--- src/rtl/dmem_arbiter.sv ---
// Round-robin arbiter sharing a single-port data memory between two requesters,
// with a bounded lock for short bursts and registered read-data return.
module dmem_arbiter #(
  parameter int unsigned ADDR_W   = 32,
  parameter int unsigned DATA_W   = 32,
  parameter int unsigned MAX_HOLD = 4
) (
  input  logic              clk,
  input  logic              rst,
  input  logic              req0,
  input  logic              req1,
  input  logic              we0,
  input  logic              we1,
  input  logic              lock0,
  input  logic              lock1,
  input  logic [ADDR_W-1:0] addr0,
  input  logic [ADDR_W-1:0] addr1,
  input  logic [DATA_W-1:0] wdata0,
  input  logic [DATA_W-1:0] wdata1,
  output logic              gnt0,
  output logic              gnt1,
  output logic              rvalid0,
  output logic              rvalid1,
  output logic [DATA_W-1:0] rdata0,
  output logic [DATA_W-1:0] rdata1,
  output logic [ADDR_W-1:0] mem_addr,
  output logic [DATA_W-1:0] mem_wdata,
  output logic              mem_we,
  output logic              mem_re,
  input  logic [DATA_W-1:0] mem_rdata
);

  localparam int unsigned HoldW = $clog2(MAX_HOLD + 1);
  localparam logic [HoldW-1:0] HoldMax = HoldW'(MAX_HOLD);

  typedef enum logic [1:0] {StIdle, StOwn0, StOwn1} state_e;

  state_e           state_q, state_d;
  logic             last_q, last_d;
  logic [HoldW-1:0] hold_q, hold_d;
  logic             rvalid0_q, rvalid1_q;
  logic [DATA_W-1:0] rdata0_q, rdata1_q;

  // Grant decision: a locked owner keeps the memory until its burst budget runs out.
  always_comb begin
    gnt0 = 1'b0;
    gnt1 = 1'b0;
    if (!rst) begin
      if (state_q == StOwn0 && lock0 && req0 && (!req1 || hold_q < HoldMax)) begin
        gnt0 = 1'b1;
      end else if (state_q == StOwn1 && lock1 && req1 && (!req0 || hold_q < HoldMax)) begin
        gnt1 = 1'b1;
      end else if (req0 && req1) begin
        if (last_q) gnt0 = 1'b1;
        else        gnt1 = 1'b1;
      end else if (req0) begin
        gnt0 = 1'b1;
      end else if (req1) begin
        gnt1 = 1'b1;
      end
    end
  end

  always_comb begin
    mem_addr  = '0;
    mem_wdata = '0;
    mem_we    = 1'b0;
    mem_re    = 1'b0;
    if (gnt0) begin
      mem_addr  = addr0;
      mem_wdata = wdata0;
      mem_we    = we0;
      mem_re    = ~we0;
    end else if (gnt1) begin
      mem_addr  = addr1;
      mem_wdata = wdata1;
      mem_we    = we1;
      mem_re    = ~we1;
    end
  end

  always_comb begin
    state_d = StIdle;
    last_d  = last_q;
    hold_d  = '0;
    if (gnt0) begin
      state_d = StOwn0;
      last_d  = 1'b0;
      hold_d  = (state_q != StOwn0) ? HoldW'(1) :
                (hold_q == HoldMax) ? HoldMax : hold_q + 1'b1;
    end else if (gnt1) begin
      state_d = StOwn1;
      last_d  = 1'b1;
      hold_d  = (state_q != StOwn1) ? HoldW'(1) :
                (hold_q == HoldMax) ? HoldMax : hold_q + 1'b1;
    end
  end

  always_ff @(posedge clk) begin
    if (rst) begin
      state_q   <= StIdle;
      last_q    <= 1'b1;
      hold_q    <= '0;
      rvalid0_q <= 1'b0;
      rvalid1_q <= 1'b0;
      rdata0_q  <= '0;
      rdata1_q  <= '0;
    end else begin
      state_q   <= state_d;
      last_q    <= last_d;
      hold_q    <= hold_d;
      rvalid0_q <= gnt0 & ~we0;
      rvalid1_q <= gnt1 & ~we1;
      if (gnt0 && !we0) rdata0_q <= mem_rdata;
      if (gnt1 && !we1) rdata1_q <= mem_rdata;
    end
  end

  assign rvalid0 = rvalid0_q;
  assign rvalid1 = rvalid1_q;
  assign rdata0  = rdata0_q;
  assign rdata1  = rdata1_q;

endmodule

--- config.mk ---
export PLATFORM = sky130hd
export DESIGN_NAME = dmem_arbiter
export DESIGN_NICKNAME = d
export VERILOG_FILES = /design/src/rtl/dmem_arbiter.sv
export SDC_FILE = /design/constraint.sdc
export NUM_CORES = 1
export LEC_CHECK = 0
export ABC_AREA = 0
export BUFFER_PORTS_ARGS = -buffer_cell sky130_fd_sc_hd__buf_2
export CAP_MARGIN = 30
export CORE_AREA = 2 2 116 118
export DETAILED_ROUTE_END_ITERATION = 10
export DIE_AREA = 0 0 118 120
export GPL_ROUTABILITY_DRIVEN = 0
export SLEW_MARGIN = 30
export SYNTH_ARGS = -nofsm -noshare
export SYNTH_HDL_FRONTEND = slang
export SYNTH_SLANG_ARGS = --single-unit
--- constraint.sdc ---
create_clock -name clk -period 1.85 [get_ports clk]
set_clock_uncertainty 0.15 [all_clocks]
set_input_delay 0.185 -clock clk [delete_from_list [all_inputs] [get_ports clk]]
set_output_delay 0.185 -clock clk [all_outputs]
set_load 0.01 [all_outputs]
==> results.json, run 1 <==
{
  "clk_root_buffer_cell": "clkbuf_16",
  "cp_top_family": "compound AO/OA/AOI/OAI gates",
  "relSlewSlack": 0.659,
  "final_max_slew_violation_count": 0,
  "synth_sequential_area_ratio": 0.422,
  "synth_area_per_cell_um2": 8.46,
  "synth.mux.area_fraction": 0,
  "gr-usage-all-layers": 0.231,
  "num_vias": 4579,
  "synth_nets": 574,
  "synthAdderAreaFrac": 0.00732,
  "io_pins": 302,
  "hold_path_startpoint": "rst",
  "global_route.overflow_total": 0,
  "max_cap_viol_count": 0,
  "run_status": "complete, but fails checks",
  "grt_setup_unrepaired": "true",
  "place.port_buffers": 301,
  "fp.coreArea_um2": 13000,
  "synth_area_um2": 3420,
  "grtUsageMet2": 0.422,
  "critical_path.reg2reg.startpoint": "state_q[0]$_SDFF_PP0_",
  "hp-class": "input port to register",
  "numClockSinks": 72,
  "post_synth_and_or_nand_nor_area_fraction": 0.215,
  "criticalPathCategory": "register to output port",
  "grt_antenna_before_repair": 0,
  "floorplan.die.height_um": 120,
  "fp-row-count": 42,
  "cts_buffers": 9,
  "power-per-cell-area_nw_per_um2": 719,
  "reg2reg_slack_ns": -0.37,
  "htree_levels": 3,
  "final_core_util": 0.528,
  "antenna_diode_count": 0,
  "hold_path_depth": 2,
  "first_global_vias": 4592,
  "critPathBufInv": 4,
  "avgViaCountPerCell": 4.82,
  "worst-r2r-cell-count": 9,
  "tightest_slew_ns": 0.512,
  "area_growth_pct": 101,
  "max_freq_ghz": 0.432,
  "holdWs_ns": 0.0820,
  "yosys_warnings": 0,
  "proportion_of_layout_cells_with_a_drive_suffix_above_1": 0.539,
  "totalWireLength_um": 17100,
  "synth_compound_gate_area_share": 0.302,
  "r2r_end": "rdata1[9]$_SDFFE_PP0P_",
  "crit_fanout": 8,
  "delay_contributed_by_the_slowest_stage_of_the_critical_path_ns": 0.32,
  "clk_transition_reported_paths_ns": 0.05,
  "tns_ns": -48.79,
  "cts-root-to-sink-buffers": 2,
  "postRouteAntennaNets": 0,
  "final-setup-viol-count": 135,
  "start_kind": "register",
  "failed_checks": "setup timing",
  "cts_tree": "yes",
  "post-layout-total-power_mw": 4.93,
  "wire_length_of_the_first_global_routing_pass_um": 25400,
  "power.static_leakage_nw": 3.37,
  "dominant_combinational_cell_family_by_area_after_synthesis": "compound AO/OA/AOI/OAI gates",
  "drc": 0,
  "layout_worst_path_cycle_share": 1.25,
  "insertion_delay_ns": 0.33,
  "met3_usage_in_global_routing": 0.0594,
  "crit_path_cell_trace": "nand2b_4 > a211o_1 > a211oi_4 > buf_6 > buf_12 > buf_16 > a22o_1 > buf_2",
  "post-dp-hpwl_um": 10400,
  "postLayoutSetupSlackWorst_ns": -0.464,
  "crit_path_end_kind": "output port",
  "die_w_um": 118,
  "synth_seq_cells": 72,
  "drt-wirelength-per-cell_um": 18.0,
  "drt_iter0_markers": 294,
  "layout_min_cycle_time_ns": 2.31,
  "use_met1": 0.270,
  "floorplan.die_area_um2": 14200,
  "netlist-cell-type-count": 26,
  "netlist_instances": 404,
  "final_cells": 950,
  "detailedRoute.firstPassIterationCount": 5,
  "grt.busiest_layer": "met2",
  "floorplan.initialDensity": 0.263,
  "worst_ep_arrival_time_ns": 1.98,
  "nFillCells": 1183,
  "grt_start_max_net_pins": 66,
  "whs_endpoint": "state_q[0]$_SDFF_PP0_",
  "power.ir.vdd_worst_uv": 663,
  "layout_common_cells": "buf_2, dfxtp_1, nand2b_1",
  "finalHoldViolCount": 0,
  "timing.critical_path.required_ns": 1.51,
  "yosys.area_share.xor_xnor": 0,
  "crit_slowest_cell": "dfxtp_2",
  "finalNetCount": 939,
  "dp_cells": 864,
  "most_common_cell_after_layout_fill_and_taps_aside": "buf_2"
}
-- worst max path at each step --
stage	start	end	slack, ns	cells past startpoint
finish	state_q[0]$_SDFF_PP0_	mem_wdata[0]	-0.46	8
global route	state_q[0]$_SDFF_PP0_	mem_wdata[0]	-0.54	8
CTS	state_q[0]$_SDFF_PP0_	mem_wdata[24]	-0.51	8
detailed placement	state_q[0]$_SDFF_PP0_	mem_wdata[14]	-0.24	6
global placement	state_q[0]$_SDFF_PP0_	mem_wdata[14]	-0.20	6
floorplan	state_q[0]$_SDFF_PP0_	mem_wdata[20]	-0.06	6
-- per-stage QoR --
step | cell area [um2] | setup slack (ns)
after detailed placement | 5210 | -0.242
after floorplan | 3430 | -0.0569
after global placement | 5210 | -0.197
after CTS | 6660 | -0.512
after global routing | 6860 | -0.540
final | 6860 | -0.464
-- registers in the layout, indices dropped and copies added (netlist names) --
| register | count |
|---|---|
| rvalid1 | 1 |
| rvalid0 | 1 |
| state_q | 2 |
| last_q | 1 |
| hold_q | 3 |
| rdata0 | 32 |
| rdata1 | 32 |
-- Yosys cell counts (all sizes together) --
master    n  area [um2]
clkbuf   14        52.6
a21o      1        7.51
a211oi    4        35.0
dfxtp    72        1440
a211o     1        8.76
nand2    71         267
a2111oi   1        27.5
o21ai    66         330
a22o     65         569
nand3b    1        7.51
nand2b   67         427
o22ai     1        6.26
nor2      1        3.75
nand4b    1        8.76
o311ai    1        16.3
inv       3        11.3
nor3      2        10.0
or2       2        12.5
a21oi     6        30.0
ha        2        25.0
buf      22         121
-- power by group --
group          internal [mW]  switching [mW]
logic                  0.677           0.567
registers               1.64          0.0467
clock network           1.35           0.645
-- per-layer routing --
metal  up-vias  wire length (um)
met5         -                 0
met4         0               236
met3        18              1230
met2       232              8960
met1      2181              6720
li1       2148                 -
-- what timing repair did --
| item | CTS | global route |
|---|---|---|
| endpoints found under the setup margin | 132 | 135 |
| endpoints found under the hold margin | 64 | 0 |
| hold buffers | 32 | 0 |
| pin swaps | 12 | 8 |
| gates resized for setup | 74 | 37 |
| setup buffers | 13 | 6 |
| cloned | 18 | 3 |
-- cell type report --
type / instances / area [um2] / share of cell area
Clock buffer: 11 / 243 / 0.0354
Clock inverter: 5 / 104 / 0.0151
Inverter: 3 / 11.3 / 0.00164
Multi-Input combinational cell: 293 / 1950 / 0.285
Sequential cell: 72 / 1450 / 0.211
Tap cell: 176 / 220 / 0.0321
Timing Repair Buffer: 390 / 2880 / 0.420
-- worst register-to-register path, delay by kind of cell (launching register included) --
family | cells | cell delay, ns
AOI/OAI and AO/OA | 3 | 0.66
buffers and inverters | 5 | 0.83
and+or+nand+nor | 1 | 0.15
DFF | 1 | 0.32
-- cell families (layout without fill, tap and decap cells) --
family | count (synthesis) | after routing
AO/OA/AOI/OAI | 146 | 146
AND/OR/NAND/NOR | 145 | 145
flip-flops | 72 | 72
buffers and inverters | 39 | 409
adder cells (fa/ha/maj) | 2 | 2
No activity file was read; power rests on OpenSTA's default activity.
==> inputs of run 2 (changes only) <==
REMOVE_ABC_BUFFERS = 1   (was not set)
==> run 2 against run 1 <==
The run still ends with setup timing left. Utilization is 2.0 points lower. Critical endpoint is now mem_wdata[21]. Via count is 0.55% higher. Largest cell class unchanged. Combinational power is 5% lower.
==> results.json, run 2 (synthesis results as in run 1) <==
{
  "area_growth_pct": 92.8,
  "insertion_delay_ns": 0.33,
  "post-layout-total-power_mw": 4.83,
  "first_global_vias": 4428,
  "timing.critical_path.required_ns": 1.51,
  "layout_worst_path_cycle_share": 1.30,
  "global_route.overflow_total": 0,
  "proportion_of_layout_cells_with_a_drive_suffix_above_1": 0.516,
  "drt_iter0_markers": 224,
  "cts_tree": "yes",
  "reg2reg_slack_ns": -0.31,
  "max_cap_viol_count": 0,
  "clk_root_buffer_cell": "clkbuf_16",
  "htree_levels": 3,
  "postLayoutSetupSlackWorst_ns": -0.559,
  "finalHoldViolCount": 0,
  "nFillCells": 1200,
  "clk_transition_reported_paths_ns": 0.06,
  "hold_path_startpoint": "req0",
  "floorplan.die.height_um": 120,
  "drc": 0,
  "detailedRoute.firstPassIterationCount": 5,
  "tns_ns": -49.55,
  "r2r_end": "rdata1[12]$_SDFFE_PP0P_",
  "worst-r2r-cell-count": 10,
  "final_max_slew_violation_count": 0,
  "grt_antenna_before_repair": 5,
  "hold_path_depth": 4,
  "run_status": "complete, but fails checks",
  "failed_checks": "setup timing",
  "criticalPathCategory": "register to output port",
  "post-dp-hpwl_um": 11000,
  "floorplan.die_area_um2": 14200,
  "whs_endpoint": "state_q[0]$_SDFF_PP0_",
  "wire_length_of_the_first_global_routing_pass_um": 24400,
  "finalNetCount": 933,
  "fp.coreArea_um2": 13000,
  "final_cells": 947,
  "grt_setup_unrepaired": "true",
  "dp_cells": 870,
  "cts-root-to-sink-buffers": 2,
  "floorplan.initialDensity": 0.263,
  "avgViaCountPerCell": 4.86,
  "fp-row-count": 42,
  "start_kind": "register",
  "io_pins": 302,
  "place.port_buffers": 301,
  "crit_path_end_kind": "output port",
  "power.ir.vdd_worst_uv": 567,
  "tightest_slew_ns": 0.569,
  "cts_buffers": 9,
  "postRouteAntennaNets": 0,
  "wl_met3_um": 1380,
  "highest-signal-layer": "met5",
  "critical_path.reg2reg.startpoint": "state_q[0]$_SDFF_PP0_",
  "num_vias": 4604,
  "met2RoutedLength_um": 8060,
  "worst_ep_arrival_time_ns": 2.07,
  "drt-wirelength-per-cell_um": 18.0,
  "gr-usage-all-layers": 0.221,
  "most_common_cell_after_layout_fill_and_taps_aside": "buf_2",
  "power-per-cell-area_nw_per_um2": 733,
  "final-setup-viol-count": 135,
  "numClockSinks": 72,
  "max_freq_ghz": 0.415,
  "grt_start_max_net_pins": 71,
  "die_w_um": 118,
  "relSlewSlack": 0.621,
  "power.static_leakage_nw": 3.23,
  "hp-class": "input port to register",
  "layout_min_cycle_time_ns": 2.41,
  "detail_route.wirelength.met1_um": 6970,
  "totalWireLength_um": 17000,
  "layout_common_cells": "buf_2, dfxtp_1, nand2b_1",
  "crit_fanout": 5
}
==> run 2: changes by cell type in the layout (fill, tap and decap cells not counted), moves of 3 or more <==
cell	change
o21ai_0	+12
o21ai_2	-12
nand2_1	+7
buf_16	-5
nand2_2	-5
buf_6	+3
bufbuf_16	-3
diode_2	+3
==> run 2: layout make-up <==
type	count	area (um2)	share of cell area
clock inverter	6	97.6	0.0148
antenna	3	7.51	0.00114
tap	176	220	0.0334
clock buffer	10	239	0.0363
inverter	3	11.3	0.00171
timing repair buffer	384	2670	0.405
sequential	72	1450	0.219
multi-input combinational	293	1900	0.289
==> run 2: metrics by stage <==
| step | cell area, um2 | util | setup WS [ns] | hold WS [ns] |
|---|---|---|---|---|
| 3_5_place_dp | 5250 | 0.405 | -0.197 | 0.251 |
| 5_1_grt | 6590 | 0.508 | -0.620 | 0.210 |
| 3_3_place_gp | 5250 | 0.405 | -0.167 | 0.243 |
| 2_1_floorplan | 3240 | - | -2.70 | 0.104 |
| 6_report | 6590 | 0.508 | -0.559 | 0.182 |
| 4_1_cts | 6400 | 0.493 | -0.523 | 0.176 |
==> run 2: worst max-delay path by stage <==
stage	from	end	slack [ns]	depth (start not counted)
floorplan	state_q[0]$_SDFF_PP0_	mem_re	-2.70	4
global placement	state_q[0]$_SDFF_PP0_	mem_wdata[21]	-0.17	7
detailed placement	state_q[1]$_SDFF_PP0_	mem_addr[11]	-0.20	7
CTS	state_q[0]$_SDFF_PP0_	mem_wdata[8]	-0.52	8
global route	state_q[0]$_SDFF_PP0_	mem_addr[23]	-0.62	8
finish	state_q[0]$_SDFF_PP0_	mem_wdata[21]	-0.56	8
==> run 2: layer usage <==
metal / vias to the layer above / track usage
met2: 228 / 0.355
met1: 2180 / 0.276
met3: 45 / 0.0665
li1: 2147 / -
met4: 4 / 0.0919
met5: - / 0
==> run 2: power breakdown <==
part	internal, mW	switching, mW	leakage, nW	total, mW
Combinational	0.628	0.552	2.48	1.18
Sequential	1.64	0.0444	0.590	1.68
Clock	1.24	0.726	0.166	1.97
Total	3.51	1.32	3.23	4.83
==> run 2: critical path: stages, from the launching register on <==
cell and delay, ns:
dfxtp_2 0.32, nand2b_4 0.15, a211o_4 0.33, a211oi_4 0.23, buf_4 0.17, buf_12 0.13
buf_6 0.11, a22o_1 0.15, buf_2 0.14
==> run 2: what timing repair did <==
item / in CTS / in global routing
gates resized for setup: 47 / 27
hold buffers: 32 / 0
setup endpoints to repair: 126 / 136
hold endpoints to repair: 64 / 0
buffers inserted: 10 / 3
pin swaps: 9 / 28
cloned: 10 / 5
